===== config.mk =====
export PLATFORM = sky130hd
export DESIGN_NAME = fila_leitura_4bits
export DESIGN_NICKNAME = d
export VERILOG_FILES = /design/src/rtl/fila_pkg.sv /design/src/rtl/ponteiro_fila.sv /design/src/rtl/fila_leitura_4bits.sv
export SDC_FILE = /design/constraint.sdc
export NUM_CORES = 1
export LEC_CHECK = 0
export ABC_CLOCK_PERIOD_IN_PS = 3200
export CAP_MARGIN = 20
export CORE_MARGIN = 5
export CORE_UTILIZATION = 34
export DETAILED_ROUTE_END_ITERATION = 6
export PLACE_DENSITY = 0.52
export SYNTH_ARGS = -nofsm -noshare
export SYNTH_HDL_FRONTEND = slang
export SYNTH_HIERARCHICAL = 1
export SYNTH_SLANG_ARGS = --single-unit
export TNS_END_PERCENT = 50

===== constraint.sdc =====
create_clock -name clk -period 3.2 [get_ports clk]
set_input_delay 0.64 -clock clk [delete_from_list [all_inputs] [get_ports clk]]
set_output_delay 0.64 -clock clk [all_outputs]
set_load 0.1 [all_outputs]

===== src/rtl/fila_pkg.sv =====
// Shared constants for the read queue and its pointer counters.
package fila_pkg;

    localparam int WIDTH_DFLT = 4;
    localparam int DEPTH_DFLT = 4;
    localparam int PTR_W      = $clog2(DEPTH_DFLT);

endpackage


===== src/rtl/ponteiro_fila.sv =====
// Wrap-around pointer counter for the queue; advances when enabled.
module ponteiro_fila #(
    parameter int W = 2
) (
    input  logic         clk,
    input  logic         reset,
    input  logic         i_en,
    output logic [W-1:0] o_ptr
);

    logic [W-1:0] r_ptr;

    always_ff @(posedge clk or negedge reset) begin
        if (!reset) begin
            r_ptr <= '0;
        end else if (i_en) begin
            r_ptr <= r_ptr + W'(1);
        end
    end

    assign o_ptr = r_ptr;

endmodule


===== src/rtl/fila_leitura_4bits.sv =====
// Show-ahead FIFO between the datapath result and its consumer,
// with sticky overflow/underflow flags.
module fila_leitura_4bits
    import fila_pkg::*;
#(
    parameter int WIDTH = WIDTH_DFLT,
    parameter int DEPTH = DEPTH_DFLT
) (
    input  logic                     clk,
    input  logic                     reset,
    input  logic                     wr_en,
    input  logic [WIDTH-1:0]         wr_data,
    output logic                     full,
    input  logic                     rd_ready,
    output logic                     rd_valid,
    output logic [WIDTH-1:0]         rd_data,
    output logic [$clog2(DEPTH):0]   count,
    output logic                     ovf,
    output logic                     udf
);

    localparam int LP_PW = $clog2(DEPTH);
    localparam int LP_CW = LP_PW + 1;

    logic [WIDTH-1:0] r_mem [DEPTH];
    logic [LP_CW-1:0] r_count;
    logic             r_ovf;
    logic             r_udf;

    logic [LP_PW-1:0] w_wr_ptr;
    logic [LP_PW-1:0] w_rd_ptr;
    logic             w_full;
    logic             w_valid;
    logic             w_wr;
    logic             w_pop;

    assign w_full  = (r_count == LP_CW'(DEPTH));
    assign w_valid = (r_count != '0);
    assign w_wr    = wr_en & ~w_full;
    assign w_pop   = w_valid & rd_ready;

    ponteiro_fila #(.W(LP_PW)) u_wr_ptr (
        .clk   (clk),
        .reset (reset),
        .i_en  (w_wr),
        .o_ptr (w_wr_ptr)
    );

    ponteiro_fila #(.W(LP_PW)) u_rd_ptr (
        .clk   (clk),
        .reset (reset),
        .i_en  (w_pop),
        .o_ptr (w_rd_ptr)
    );

    // Storage is deliberately left out of reset; count gates visibility.
    always_ff @(posedge clk) begin
        if (w_wr) begin
            r_mem[w_wr_ptr] <= wr_data;
        end
    end

    always_ff @(posedge clk or negedge reset) begin
        if (!reset) begin
            r_count <= '0;
        end else begin
            unique case ({w_wr, w_pop})
                2'b10:   r_count <= r_count + LP_CW'(1);
                2'b01:   r_count <= r_count - LP_CW'(1);
                default: r_count <= r_count;
            endcase
        end
    end

    always_ff @(posedge clk or negedge reset) begin
        if (!reset) begin
            r_ovf <= 1'b0;
            r_udf <= 1'b0;
        end else begin
            if (wr_en && w_full) begin
                r_ovf <= 1'b1;
            end
            if (rd_ready && !w_valid) begin
                r_udf <= 1'b1;
            end
        end
    end

    assign full     = w_full;
    assign rd_valid = w_valid;
    assign rd_data  = r_mem[w_rd_ptr];
    assign count    = r_count;
    assign ovf      = r_ovf;
    assign udf      = r_udf;

endmodule


* Word-level counts from Yosys, hierarchy flattened
Memory sizes are Yosys's and may differ from the RTL's. Cells that the tools add are included.
Word-level totals: bits of input ports 8, bits in writable memories 16, memories kept 1, register bits after elaboration 9, output and inout bits 11
Cells by class: add/sub/neg operators 4, equality and inequality tests 3, multiplexer cells 3, reduce and logical (&&, ||, !) cells 5, bitwise operators 3
Memories:
- r_mem | words 4, bits a word 4, read ports 1, clocked after memory_dff 0, wr ports 1, RTL line fila_leitura_4bits.sv:25 | logic [WIDTH-1:0] r_mem [DEPTH];
Operators with widths (number):
- 3-bit case mux with 2 select lines | 1
- 2-bit by 1-bit adder with 2-bit output (second input constant) | 2
- 3-bit by 1-bit adder with 3-bit output (second input constant) | 1
- 3-bit equality test (second input constant) | 1
- 3-bit nonzero test | 1
- 3-bit by 1-bit subtractor with 3-bit output (second input constant) | 1
- 1-bit AND | 2
- 2-bit by 1-bit equality test with 1-bit output (second input constant) | 1
- 2-bit equality test (second input constant) | 1
- 1-bit logical AND | 2
- 1-bit 2-to-1 mux | 2
- 2-bit nonzero test | 1
- 1-bit logical NOT | 1
- 1-bit NOT | 1

* Logic depth before layout (Yosys ltp)
Gate-level depths: netlist of run 1.
depth in word-level cells 5, gate-level depth with buffers 8, gate-level depth less buffers 8

* Cells and area by module
Netlist of run 1, hierarchy kept.
By module, submodules not included:
- fila_leitura_4bits | cells each 49, area each 887.1 um^2, times used 1, seq. area each 605.6 um^2
- ponteiro_fila | cells each 5, area each 71.3 um^2, times used 2, seq. area each 50.0 um^2

* Least setup slack after synthesis of run 1
OpenSTA, ideal clock, no wires.
path kind reg-to-reg, start register r_count[2], in the netlist count[2], end register r_count[2], in the netlist count[2], stages on the path, launching flop included 9, arrival 3.644 ns, setup time 0.162 ns, clock period less this slack 3.807 ns, required time 3.038 ns, slack -0.607 ns, cells stage by stage dfrtp_1 -> nor3b_2 -> nand2b_4 -> ha_1 -> inv_1 -> fa_1 -> xor2_1 -> nor2_1 -> xor2_1
Between the ends: cells in the longest elaborated chain, start to end 5, elaborated cells between the ends (all ways) 11, those cells by class add/sub: 2; eq/ne: 3; mux: 1; bitwise: 3; reduce/logical: 2
RTL lines:
- start, declared | RTL line fila_leitura_4bits.sv:26 | logic [LP_CW-1:0] r_count;
- start signal, assigned | RTL line fila_leitura_4bits.sv:68 | 2'b10: r_count <= r_count + LP_CW'(1);
- start signal, assigned | RTL line fila_leitura_4bits.sv:69 | 2'b01: r_count <= r_count - LP_CW'(1);
- start signal, assigned | RTL line fila_leitura_4bits.sv:70 | default: r_count <= r_count;
- 3-bit equality test * | RTL line fila_leitura_4bits.sv:37 | assign w_full = (r_count == LP_CW'(DEPTH));
- via full | RTL line fila_leitura_4bits.sv:13 | output logic full,
- 1-bit NOT * | RTL line fila_leitura_4bits.sv:39 | assign w_wr = wr_en & ~w_full;
- 1-bit AND * | RTL line fila_leitura_4bits.sv:39
- 2-bit by 1-bit equality test with 1-bit output / 2-bit equality test (equally long branches) | RTL line fila_leitura_4bits.sv:67 | unique case ({w_wr, w_pop})
- 3-bit case mux with 2 select lines / 2-bit nonzero test (equally long branches)
Mark *: on every way through the listed nets, which the timed path passes. The rest lies on a longest branch. A chain may end at the register's enable or synchronous reset.

* Worst setup path in the final report of run 1
start register u_rd_ptr.r_ptr[0], in the netlist u_rd_ptr/o_ptr[0], end output rd_data[0]
Between the ends: cells in the longest elaborated chain, start to end 1
RTL lines:
- start, declared | RTL line ponteiro_fila.sv:11 | logic [W-1:0] r_ptr;
- start signal, assigned | RTL line ponteiro_fila.sv:17 | r_ptr <= r_ptr + W'(1);
- memory 4 x 4 bit
- end, declared | RTL line fila_leitura_4bits.sv:16 | output logic [WIDTH-1:0] rd_data,
No other way between the ends.

==> results of run 1 <==
[metal layers]
layer | up-vias | part of all wire [%]
met4 | 0 | 3.4
met1 | 280 | 44
met5 | - | 0
li1 | 258 | -
met2 | 7 | 50
met3 | 4 | 2.4
[worst paths after layout]
path / start / cells after the start / endpoint / slack [ns]
min in group asynchronous: reset / 1 / udf$_DFFE_PN0P_ / 0.60
setup / recovery: u_rd_ptr/o_ptr[0]$_DFFE_PN0P_ / 2 / rd_data[0] / 0.84
max in group asynchronous: reset / 1 / count[2]$_DFFE_PN0P_ / 2.29
setup reg to reg: count[1]$_DFFE_PN0P_ / 6 / count[1]$_DFFE_PN0P_ / 1.17
hold reg to reg: ovf$_DFFE_PN0P_ / 1 / ovf$_DFFE_PN0P_ / 0.48
hold / removal: ovf$_DFFE_PN0P_ / 1 / ovf$_DFFE_PN0P_ / 0.48
[cell usage in the layout (no fill, tap or decap), drive strengths merged, types with 2 or more instances in the layout]
cell           instances
nor2                   2
clkbuf                 3
inv                    5
buf                   11
nand2                  4
xnor2                  3
mux4                   4
clkdlybuf4s50          7
nor3b                  3
edfxtp                16
xor2                   4
dfrtp                  9
[Yosys cell counts (all sizes together)]
master and n:
edfxtp 16, dfrtp 9, inv 5, mux4 4, nand2 4, xor2 4
nor3b 3, xnor2 3, nor2 2, a21o 1, and2 1, fa 1
ha 1, nand2b 1, nor3 1, o21ai 1, o21bai 1, or3 1
[critical path: stages (launching register included)]
cell	delay, ns
dfrtp_1	0.53
mux4_1	0.61
buf_4	0.25
[through the flow]
step	util (%)	hold WS (ns)	area, um2
2_1_floorplan	-	0.344	1040
3_3_place_gp	41.3	0.443	1230
3_5_place_dp	41.3	0.459	1230
4_1_cts	42.3	0.490	1260
5_1_grt	42.3	0.508	1260
6_report	42.3	0.481	1260
[cell families after synthesis]
family | share of synthesized area, %
DFF | 68.5
and+or+nand+nor | 8.38
xor gates and xnor gates | 5.95
buffers and inverters | 1.82
muxes | 10.2
AOI/OAI and AO/OA | 1.94
adders and majority gates | 3.16
[layout make-up]
type                            instances  area (um2)
Sequential cell                        25         707
Fill cell                             265        1720
Clock inverter                          1        5.00
Inverter                                5        18.8
Multi-Input combinational cell         29         312
Tap cell                               33        41.3
Timing Repair Buffer                   18         153
Clock buffer                            3        22.5
[sequential cells by signal (all words and copies together), names as in the netlist]
| register | flops |
|---|---|
| count | 3 |
| ovf | 1 |
| r_mem | 16 |
| u_rd_ptr/o_ptr | 2 |
| u_wr_ptr/o_ptr | 2 |
| udf | 1 |
==> flow_summary.json, run 1 <==
{
  "area_growth_pct": 22.2,
  "cp-end-kind": "primary output",
  "first_pass_iters": 2,
  "die_x_um": 65.0,
  "cts_root_buf": "clkbuf_4",
  "avgSynthCellArea_um2": 17.5,
  "tns_ns": 0,
  "rows": 20,
  "fmax_ghz": 0.424,
  "grt_max_degree": 15,
  "grt_pass1_wl_um": 2590,
  "synthTopCellsByArea": "edfxtp_1 (47%), dfrtp_1 (22%), mux4_1 (10%)",
  "path_clk_slew_ns": 0.13,
  "busiest_layer": "met2",
  "fin_crit_sh_pct": 73.8,
  "clock_sinks": 25,
  "synth_top_cell_by_area": "edfxtp_1",
  "dpl.hpwl_um": 1200,
  "ys_types": 19,
  "drive_gt1_share_pct": 23.5,
  "drv_slew": 0,
  "dp_slack_ns": 0.753,
  "grt_pass1_vias": 539,
  "final.setup.worst_slack_ns": 0.839,
  "synth_nets": 69,
  "hold_viol_final": 0,
  "cts_setup_buffers": 0,
  "wl_per_cell_um": 14.3,
  "hold_class": "reg -> reg",
  "met1_usage_pct": 10.9,
  "die_height_um": 65.0,
  "cts_resized": 0,
  "dieArea_um2": 4230,
  "relSlewSlack_pct": 50.2,
  "insertedDiodeCount": 0,
  "cp-start-kind": "register",
  "io_pins": 19,
  "insertion_delay_ns": 0.32,
  "route.detailed.drc": 0,
  "avgViaCountPerCell": 4.82,
  "ant_nets": 0,
  "coreArea_um2": 2980,
  "drt-total-wl_um": 1630,
  "clk_path_buf_depth": 2,
  "worst_pin_slew_ns": 0.746,
  "cts_buffers": 3,
  "status": "completed",
  "ys_ff_latch": 25,
  "vias": 549,
  "grt_antenna_before_repair": 0,
  "gr-total-overflow": 0,
  "port_buffers": 18,
  "cts_tree": "yes",
  "ys_seq_area_share_pct": 68.5,
  "cts_hold_buf": 0,
  "rsz0062_at_grt": "false",
  "routabilityCongestion": 0.737,
  "groute.usage.overall_pct": 8.61,
  "met3_usage_pct": 2.08,
  "drtIter0Drc": 14,
  "synthesis.area_um2": 1030,
  "yosys_warnings": 6,
  "arrival_ns": 1.72,
  "stdcell_count": 114,
  "start_util_pct": 34.6,
  "syn_inst": 59,
  "yosysTopAreaCellShare_pct": 46.7,
  "setup_violations": 0,
  "htree_levels": 1,
  "min_period_ns": 2.36,
  "path_class": "reg -> out",
  "crit_fanout": 6,
  "dpl.cell_count": 110,
  "finalClockSkew_ns": 0.00874,
  "num-nets-final": 92,
  "crit_required_ns": 2.56,
  "cap_violations": 0,
  "grt_util_met2_pct": 12.4
}
Power of run 1 is left out: the tool's default activity adds up to more than one toggle a clock period on the data nets, which glitch-free logic cannot reach.
==> run 2: changes to the inputs <==
Settings changed: ABC_CLOCK_PERIOD_IN_PS 3200 to 2400.
Clock period 3.2 ns to 2.4 ns, I/O delays scaled along.
==> flow_summary.json, run 2 (same netlist as run 1, synthesis figures left out) <==
{
  "holdWs_ns": 0.420,
  "rsz0062_at_grt": "false",
  "insertion_delay_ns": 0.33,
  "stdcell_count": 117,
  "crit_required_ns": 1.92,
  "area_growth_pct": 32.9,
  "grt_max_degree": 15,
  "r2r_setup_slack_ns": 0.34,
  "status": "completed",
  "routabilityCongestion": 0.684,
  "dpl.cell_count": 113,
  "r2r-end": "count[2]$_DFFE_PN0P_",
  "r2r_start": "count[0]$_DFFE_PN0P_",
  "first_pass_iters": 4,
  "cts_buffers": 3,
  "route.detailed.drc": 0,
  "groute.usage.overall_pct": 9.13,
  "ant_nets": 0,
  "fmax_ghz": 0.452,
  "wl_per_cell_um": 14.4,
  "hold_class": "in -> async",
  "dieArea_um2": 4230,
  "rows": 20,
  "largest_register": "r_mem",
  "crit_fanout": 6,
  "drive_gt1_share_pct": 32.1,
  "coreArea_um2": 2980,
  "port_buffers": 18,
  "cp-start-kind": "register",
  "grt_pass1_vias": 552,
  "drt-total-wl_um": 1680,
  "die_height_um": 65.0,
  "met1_usage_pct": 11.6,
  "setup_violations": 0,
  "vias": 551,
  "clock_sinks": 25,
  "hold_viol_final": 0,
  "worst_pin_slew_ns": 0.394,
  "reg2regPathDepth": 8,
  "gr-total-overflow": 0,
  "io_pins": 19,
  "arrival_ns": 1.73,
  "path_clk_slew_ns": 0.14,
  "relSlewSlack_pct": 73.6,
  "largest_reg_flops": 16,
  "final_common_cell": "edfxtp_1",
  "insertedDiodeCount": 0,
  "clk_path_buf_depth": 2,
  "final_cell_mix": "edfxtp_1 (16), buf_4 (9), clkdlybuf4s50_1 (7)",
  "crit_path_start": "u_rd_ptr/o_ptr[0]$_DFFE_PN0P_",
  "fin_crit_sh_pct": 92.1,
  "finalClockSkew_ns": 0.0160,
  "cap_violations": 0,
  "drv_slew": 0,
  "die_x_um": 65.0,
  "path_class": "reg -> out",
  "dpl.hpwl_um": 1250,
  "grt_util_met2_pct": 13.4,
  "grt_pass1_wl_um": 2720,
  "avgViaCountPerCell": 4.71,
  "busiest_layer": "met2",
  "start_util_pct": 34.6,
  "htree_levels": 1,
  "cts_hold_buf": 0,
  "met3_usage_pct": 2.60,
  "cts_root_buf": "clkbuf_4",
  "cp-end-kind": "primary output",
  "grt_antenna_before_repair": 0,
  "cp-endpoint": "rd_data[1]",
  "drtIter0Drc": 12,
  "num-nets-final": 95,
  "cts_resized": 0,
  "cts_setup_buffers": 0,
  "cts_tree": "yes",
  "min_period_ns": 2.21
}
-- run 2: cell types whose count changed in the layout (fill, tap and decap cells not counted), sizes merged --
cell,previous run,this run
buf,11,14
-- run 2: layout make-up --
cell class / instances / area, um2
sequential: 25 / 717
multi-input combinational: 29 / 327
clock inverter: 1 / 5.00
clock buffer: 3 / 22.5
fill: 259 / 1610
inverter: 5 / 18.8
tap: 33 / 41.3
timing repair buffer: 21 / 238
-- run 2: worst min path at each step --
stage	cells after the start	slack, ns	to	start
finish	1	0.42	count[2]$_DFFE_PN0P_	reset
global route	1	0.44	count[1]$_DFFE_PN0P_	reset
CTS	1	0.42	u_rd_ptr/o_ptr[1]$_DFFE_PN0P_	reset
detailed placement	1	0.46	ovf$_DFFE_PN0P_	ovf$_DFFE_PN0P_
global placement	1	0.45	ovf$_DFFE_PN0P_	ovf$_DFFE_PN0P_
floorplan	0	0.18	ovf$_DFFE_PN0P_	reset
-- run 2: per-stage QoR --
stage / util, % / setup TNS (ns) / setup WS (ns) / instance area, um2
after floorplan: - / -0.788 / -0.457 / 1060
after global placement: 45.0 / 0 / 0.167 / 1340
after detailed placement: 45.0 / 0 / 0.166 / 1340
after CTS: 46.0 / 0 / 0.147 / 1370
after global routing: 46.0 / 0 / 0.0996 / 1370
final: 46.0 / 0 / 0.189 / 1370
-- run 2: worst max-delay path, stage by stage, from the launching register on --
cell and delay [ns]:
dfrtp_1 0.54, mux4_1 0.66, buf_12 0.20
-- run 2: metal layers --
metal / share of wire [%] / vias to the layer above
met5: 0 / -
met4: 3.0 / 0
met3: 2.9 / 5
met2: 50 / 10
met1: 44 / 272
li1: - / 264
Power of run 2 is left out for the same reason.
==> run 3: changes to the inputs <==
Settings changed: ABC_CLOCK_PERIOD_IN_PS 2400 to 2200, CORE_UTILIZATION 34 to 50, PLACE_DENSITY 0.52 to 0.73.
Clock period 2.4 ns to 2.2 ns, I/O delays scaled along.
==> flow_summary.json, run 3 (same netlist as run 1, synthesis figures left out) <==
{
  "status": "completed",
  "worst_pin_slew_ns": 0.414,
  "grt_pass1_vias": 582,
  "relSlewSlack_pct": 72.3,
  "dp_slack_ns": 0.0450,
  "io_pins": 19,
  "min_period_ns": 2.05,
  "arrival_ns": 1.61,
  "grt_antenna_before_repair": 0,
  "fmax_ghz": 0.487,
  "tns_ns": 0,
  "cts_hold_buf": 0,
  "start_util_pct": 52.5,
  "hold_viol_final": 0,
  "grt_pass1_wl_um": 2730,
  "fin_crit_sh_pct": 93.4,
  "port_buffers": 18,
  "clock_sinks": 25,
  "finalClockSkew_ns": 0.00263,
  "route.detailed.drc": 0,
  "grt_max_degree": 14,
  "die_height_um": 55.4,
  "gr-total-overflow": 0,
  "num-nets-final": 97,
  "path_clk_slew_ns": 0.12,
  "r2r_start": "count[1]$_DFFE_PN0P_",
  "cp-end-kind": "primary output",
  "setup_violations": 0,
  "rsz0062_at_grt": "false",
  "final_cell_mix": "edfxtp_1 (16), buf_4 (10), clkdlybuf4s50_1 (7)",
  "n_fill_cell": 159,
  "insertedDiodeCount": 0,
  "drv_slew": 0,
  "crit_required_ns": 1.76,
  "drt-total-wl_um": 1640,
  "coreArea_um2": 1960,
  "path_class": "reg -> out",
  "cts_tree": "yes",
  "r2r-end": "count[2]$_DFFE_PN0P_",
  "rows": 16,
  "routabilityCongestion": 0.756,
  "wl_per_cell_um": 14.5,
  "final.setup.worst_slack_ns": 0.146,
  "cts_setup_buffers": 0,
  "final_common_cell": "edfxtp_1",
  "r2r_setup_slack_ns": 0.17,
  "dpl.cell_count": 109,
  "largest_register": "r_mem",
  "crit_fanout": 6,
  "cts_resized": 0,
  "largest_reg_flops": 16,
  "htree_levels": 1,
  "drive_gt1_share_pct": 33.7,
  "dieArea_um2": 3070,
  "drtIter0Drc": 5,
  "avgViaCountPerCell": 4.96,
  "vias": 561,
  "groute.usage.overall_pct": 11.9,
  "die_x_um": 55.4,
  "clk_path_buf_depth": 2,
  "reg2regPathDepth": 8,
  "insertion_delay_ns": 0.30,
  "dpl.hpwl_um": 1280,
  "first_pass_iters": 4,
  "cp-start-kind": "register",
  "stdcell_count": 113,
  "hold_class": "in -> async",
  "cap_violations": 0,
  "area_growth_pct": 34.9,
  "cts_buffers": 3,
  "ant_nets": 0,
  "cts_root_buf": "clkbuf_4"
}
## run 3: per-layer routing
metal	global-route usage, %	vias to the layer above	wire length (um)
met5	0	-	0
met4	4.17	0	19
met3	3.26	2	43
met2	20.1	6	872
met1	14.5	284	702
li1	-	269	-
## run 3: worst max path at each step
stage / start / end / slack (ns) / cells past startpoint
final: u_rd_ptr/o_ptr[0]$_DFFE_PN0P_ / rd_data[2] / 0.15 / 2
after detailed placement: rd_ready / count[2]$_DFFE_PN0P_ / 0.04 / 8
after global routing: u_rd_ptr/o_ptr[0]$_DFFE_PN0P_ / rd_data[3] / 0.08 / 2
after CTS: u_rd_ptr/o_ptr[0]$_DFFE_PN0P_ / rd_data[2] / 0.04 / 2
after floorplan: count[0]$_DFFE_PN0P_ / count[2]$_DFFE_PN0P_ / -0.66 / 8
after global placement: rd_ready / count[2]$_DFFE_PN0P_ / 0.1 / 8
## run 3: per-stage QoR
step                hold slack [ns]  utilization [%]  instance area (um2)
finish                        0.415             70.8                 1390
global route                  0.430             70.8                 1390
CTS                           0.417             70.7                 1390
detailed placement            0.457             69.4                 1360
global placement              0.441             69.4                 1360
floorplan                     0.144                -                 1060
## run 3: cell type report
type	instances	area [um2]	area share [%]
sequential	25	718	51.7
multi-input combinational	29	327	23.5
tap	27	33.8	2.43
clock buffer	4	26.3	1.89
timing repair buffer	23	265	19.1
inverter	5	18.8	1.35
## run 3: critical path: stages, from the launching register on
cell,delay [ns]
dfrtp_2,0.47
mux4_1,0.64
buf_12,0.20
Power of run 3 is left out for the same reason.
